[src/rtl/coin_input_conditioner.sv]
// coin_input_conditioner: syncs, debounces and edge-detects two coin sensors, queues coins for the vending FSM.
// Define COIN_TOTAL_EN to add the total_value running-sum output.
module coin_input_conditioner #(
  parameter int DEBOUNCE_CYCLES = 4,
  parameter int FIFO_DEPTH = 4,
  parameter int CNT_W = 8
) (
  input  logic clk,
  input  logic rst,
  input  logic coin5_raw,
  input  logic coin10_raw,
  input  logic accept_en,
  output logic [1:0] coin_code,
  output logic [$clog2(FIFO_DEPTH):0] queue_cnt,
  output logic overflow
`ifdef COIN_TOTAL_EN
  ,
  output logic [15:0] total_value
`endif
);
  localparam int AW = $clog2(FIFO_DEPTH);
  localparam logic [CNT_W-1:0] DB_LAST = CNT_W'(DEBOUNCE_CYCLES - 1);
  localparam logic [AW:0] FULL = (AW+1)'(FIFO_DEPTH);
  logic [1:0] s1, s2, stable, stable_d, rise, push_code;
  logic [CNT_W-1:0] cnt [2];
  logic [1:0] mem [FIFO_DEPTH];
  logic [AW-1:0] wp, rp;
  logic pending, push, full, rd, wr;
  assign rise = stable & ~stable_d;
  // A simultaneous pair pushes the 5-unit coin first; the 10-unit one waits in pending.
  always_comb begin
    push = pending | (|rise);
    push_code = (rise[0] & ~pending) ? 2'd1 : 2'd2;
    full = queue_cnt == FULL;
    rd = accept_en & (|queue_cnt);
    wr = push & (~full | rd);
  end
  always_ff @(posedge clk)
    if (wr) mem[wp] <= push_code;
  always_ff @(posedge clk or posedge rst)
    if (rst) begin
      s1 <= '0;
      s2 <= '0;
      stable <= '0;
      stable_d <= '0;
      cnt <= '{default: '0};
      pending <= 1'b0;
      wp <= '0;
      rp <= '0;
      queue_cnt <= '0;
      overflow <= 1'b0;
      coin_code <= 2'd0;
    end else begin
      s1 <= {coin10_raw, coin5_raw};
      s2 <= s1;
      stable_d <= stable;
      for (int i = 0; i < 2; i++)
        if (s2[i] == stable[i]) cnt[i] <= '0;
        else if (cnt[i] == DB_LAST) begin
          stable[i] <= s2[i];
          cnt[i] <= '0;
        end else cnt[i] <= cnt[i] + 1'b1;
      pending <= &rise;
      if (wr) wp <= wp + 1'b1;
      if (rd) rp <= rp + 1'b1;
      queue_cnt <= queue_cnt + (AW+1)'(wr) - (AW+1)'(rd);
      if (push & full & ~rd) overflow <= 1'b1;
      coin_code <= rd ? mem[rp] : 2'd0;
    end
`ifdef COIN_TOTAL_EN
  always_ff @(posedge clk or posedge rst)
    if (rst) total_value <= '0;
    else if (rd) total_value <= total_value + ((mem[rp] == 2'd1) ? 16'd5 : 16'd10);
`endif
endmodule

[config.mk]
export PLATFORM = sky130hd
export DESIGN_NAME = coin_input_conditioner
export DESIGN_NICKNAME = d
export VERILOG_FILES = /design/src/rtl/coin_input_conditioner.sv
export SDC_FILE = /design/constraint.sdc
export NUM_CORES = 1
export LEC_CHECK = 0
export BUFFER_PORTS_ARGS = -buffer_cell sky130_fd_sc_hd__buf_4
export CORE_ASPECT_RATIO = 2
export CORE_UTILIZATION = 30
export CTS_CLUSTER_SIZE = 16
export DETAILED_ROUTE_END_ITERATION = 8
export PLACE_DENSITY = 0.47
export SLEW_MARGIN = 20
export SYNTH_ARGS = -nofsm -noshare
export SYNTH_HDL_FRONTEND = slang
export SYNTH_SLANG_ARGS = --single-unit
export TNS_END_PERCENT = 50
[constraint.sdc]
create_clock -name clk -period 2.4 [get_ports clk]
set_input_delay 0.12 -clock clk [delete_from_list [all_inputs] [get_ports clk]]
set_output_delay 0.12 -clock clk [all_outputs]
set_load 0.005 [all_outputs]
==> flow_metrics.tcl <==
set metrics [dict create \
    drive_gt1_share_pct 19.6 \
    grt_max_degree 36 \
    drtAntennaViolNets 0 \
    synthToLayoutAreaGrowth_pct 21.1 \
    start_util_pct 31.3 \
    reg2reg_from "queue_cnt[0]$_DFF_PP0_" \
    whs_path_depth 3 \
    clk_pin_slew_ns 0.06 \
    post-route-period-util_pct 94.0 \
    routed_wl_um 3070 \
    cts_buffers 5 \
    clk_latency_ns 0.29 \
    post_cts_buffers 0 \
    core_region_area_sq_mm 0.00601 \
    path_max_fanout 7 \
    worst_ir_drop_vdd_mv 0.574 \
    max_freq_mhz 443 \
    place_congestion 0.747 \
    rr_endpoint "queue_cnt[2]$_DFF_PP0_" \
    hold_path.startpoint "accept_en" \
    critPathLaunchType "flop" \
    final_util_pct 37.9 \
    finalWorstPathRequiredPeriod_ns 2.26 \
    drt_iter0_drc 24 \
    rows 40 \
    critPathKind "flop to flop" \
    dp_hpwl_um 2220 \
    synth_area_sq_mm 0.00188 \
    antenna_cells 0 \
    rsz0062_at_grt "no" \
    drcViolationCount 0 \
    layout_common_cells "35 x dfrtp_1, 12 x inv_1, 12 x buf_4, 10 x nor2_1" \
    r2r_cells 9 \
    crit_path_cell_trace "or4b_4 > o31a_4 > inv_1 > ha_1 > inv_1 > ha_1 > fa_2 > xnor2_2 > xnor2_1" \
    critPathTopFamily "adder cells" \
    finalPower_mw 2.83 \
    vias 1111 \
    cp.arrival_ns 2.43 \
    p_per_area_mw_per_mm2 1250 \
    ff2ff_setup_slack_ns 0.14 \
    final_area_sq_mm 0.00227 \
    setup-tns-final_ns 0 \
    antenna_found_initial 0 \
    status "finished clean" \
    dp.cells 220 \
    routed_via_density 4.81 \
    syn_inst 146 \
    slew_viol_final 0 \
    final_cells 231 \
    root_buffer "clkbuf_16" \
    cp_slowest_cell "or4b_4" \
    synth_nets 160 \
    synth_seq_area_share_pct 59.5 \
    grt_pass1_vias 1163 \
    final_common_cell "dfrtp_1" \
    synth_seq_cells 43 \
    numClockSinks 43 \
    cp.buffers_inverters 2 \
    synth_cell_types 33 \
    die_h_um 114 \
    setup_violations 0 \
    io_buffers 10 \
    worstHoldPathType "primary input to flop" \
    gr-total-overflow 0 \
    wl_per_cell_um 13.3 \
    cp_data_required_time_ns 2.58 \
    p_leak_nw 0.981 \
    cts_max_path_buffers 2 \
    cts_tree "done" \
    io_pins 11 \
    grt_pass1_wl_um 5370 \
    ys_async_sr_fraction_pct 81.4 \
    fillers 584 \
    synth_ff_type "dfrtp_1" \
    die_area_sq_mm 0.00660 \
    skew_ns 0.00718 \
    synth_edf_count 8 \
    maxCapViolCount 0 \
    worst_pin_slew_ns 0.481 \
    min_to "overflow$_DFFE_PP0P_" \
    endpoint_kind "flop" \
    placed_area_sq_mm 0.00204 \
    grt_usage_pct 11.2 \
    synth.avg_cell_area_sq_um 12.9 \
    die_w_um 57.9 \
    fin_nets 181 \
    htree_levels 2 \
    first_pass_iters 2 \
    ys_warn_count 0 \
    max_stage_delay_ns 0.54 \
    hold_viol_final 0 \
    maxSlewHeadroom_pct 67.8 \
]
## power by group
group / internal [mW] / switching [mW]
registers: 0.980 / 0.173
clock network: 0.596 / 0.278
logic: 0.438 / 0.367
## cell usage after synthesis, types with 2 or more instances
library cell  instances  area (sq um)
nor2_1               10          37.5
or3_1                 5          31.3
a21oi_1               5          25.0
nor2b_1               2          12.5
o21ai_0               6          30.0
inv_1                12          45.0
nand3_1               8          40.0
xor2_1                6          52.6
ha_1                  8           100
edfxtp_1              8           240
and2_1                7          43.8
or4_1                 2          15.0
nand2_1               4          15.0
mux4_2                2          45.0
mux2_2                2          22.5
xnor2_1               7          61.3
dfrtp_1              35           876
o31ai_1               2          15.0
## worst min-delay path, cell delays in order
cell and delay [ns]:
buf_4 0.09, or4b_4 0.12, o21bai_1 0.05
## per-stage QoR
step	setup WS, ns	hold slack (ns)
final	0.144	0.131
after floorplan	0.204	0.151
after CTS	0.0885	0.125
after global routing	0.0290	0.143
after global placement	0.185	0.232
after detailed placement	0.102	0.231
## registers in the layout (all words and copies together) (netlist names), 2 cells and up
name	cells
queue_cnt	3
s1	2
stable	2
wp	2
mem	8
stable_d	2
rp	2
s2	2
cnt	16
coin_code	2
## area by class of cell
class / count / area [sq um] / share of cell area, %
well taps: 63 / 78.8 / 3.47
clock inverters: 3 / 67.6 / 2.97
repair buffers: 15 / 120 / 5.28
multi-input cells: 90 / 721 / 31.7
flip-flops and latches: 43 / 1120 / 49.1
clock buffers: 5 / 125 / 5.50
inverters: 12 / 45.0 / 1.98
## worst max path at each step
stage	start	to	slack, ns	cells past startpoint
after floorplan	queue_cnt[1]$_DFF_PP0_	queue_cnt[2]$_DFF_PP0_	0.20	9
after global placement	queue_cnt[1]$_DFF_PP0_	queue_cnt[2]$_DFF_PP0_	0.19	9
after detailed placement	queue_cnt[1]$_DFF_PP0_	queue_cnt[2]$_DFF_PP0_	0.10	9
after CTS	queue_cnt[1]$_DFF_PP0_	queue_cnt[2]$_DFF_PP0_	0.09	9
after global routing	queue_cnt[1]$_DFF_PP0_	queue_cnt[2]$_DFF_PP0_	0.03	9
final	queue_cnt[0]$_DFF_PP0_	queue_cnt[2]$_DFF_PP0_	0.14	9
## kinds of logic (layout without fill, tap and decap cells)
logic type / after synthesis / count (layout) / synth area share (%)
AOI/OAI and AO/OA: 19 / 19 / 8.00
xor gates and xnor gates: 13 / 13 / 6.07
adders and majority gates: 9 / 9 / 6.40
buffers and inverters: 13 / 35 / 2.67
DFF: 43 / 43 / 59.5
muxes: 4 / 4 / 3.60
and+or+nand+nor: 45 / 45 / 13.8
## metal layers
layer	up-vias	global-route usage, %	share of wire, %
met1	543	10.6	38
li1	546	-	-
met2	15	20.1	55
met4	0	7.62	3.1
met5	-	0	0
met3	7	3.06	2.9
## timing repair
action	CTS	global route
hold endpoints to repair	37	0
gates resized for setup	0	2
hold buffers	3	0
setup endpoints to repair	0	1
No activity file was read; power rests on OpenSTA's default activity.
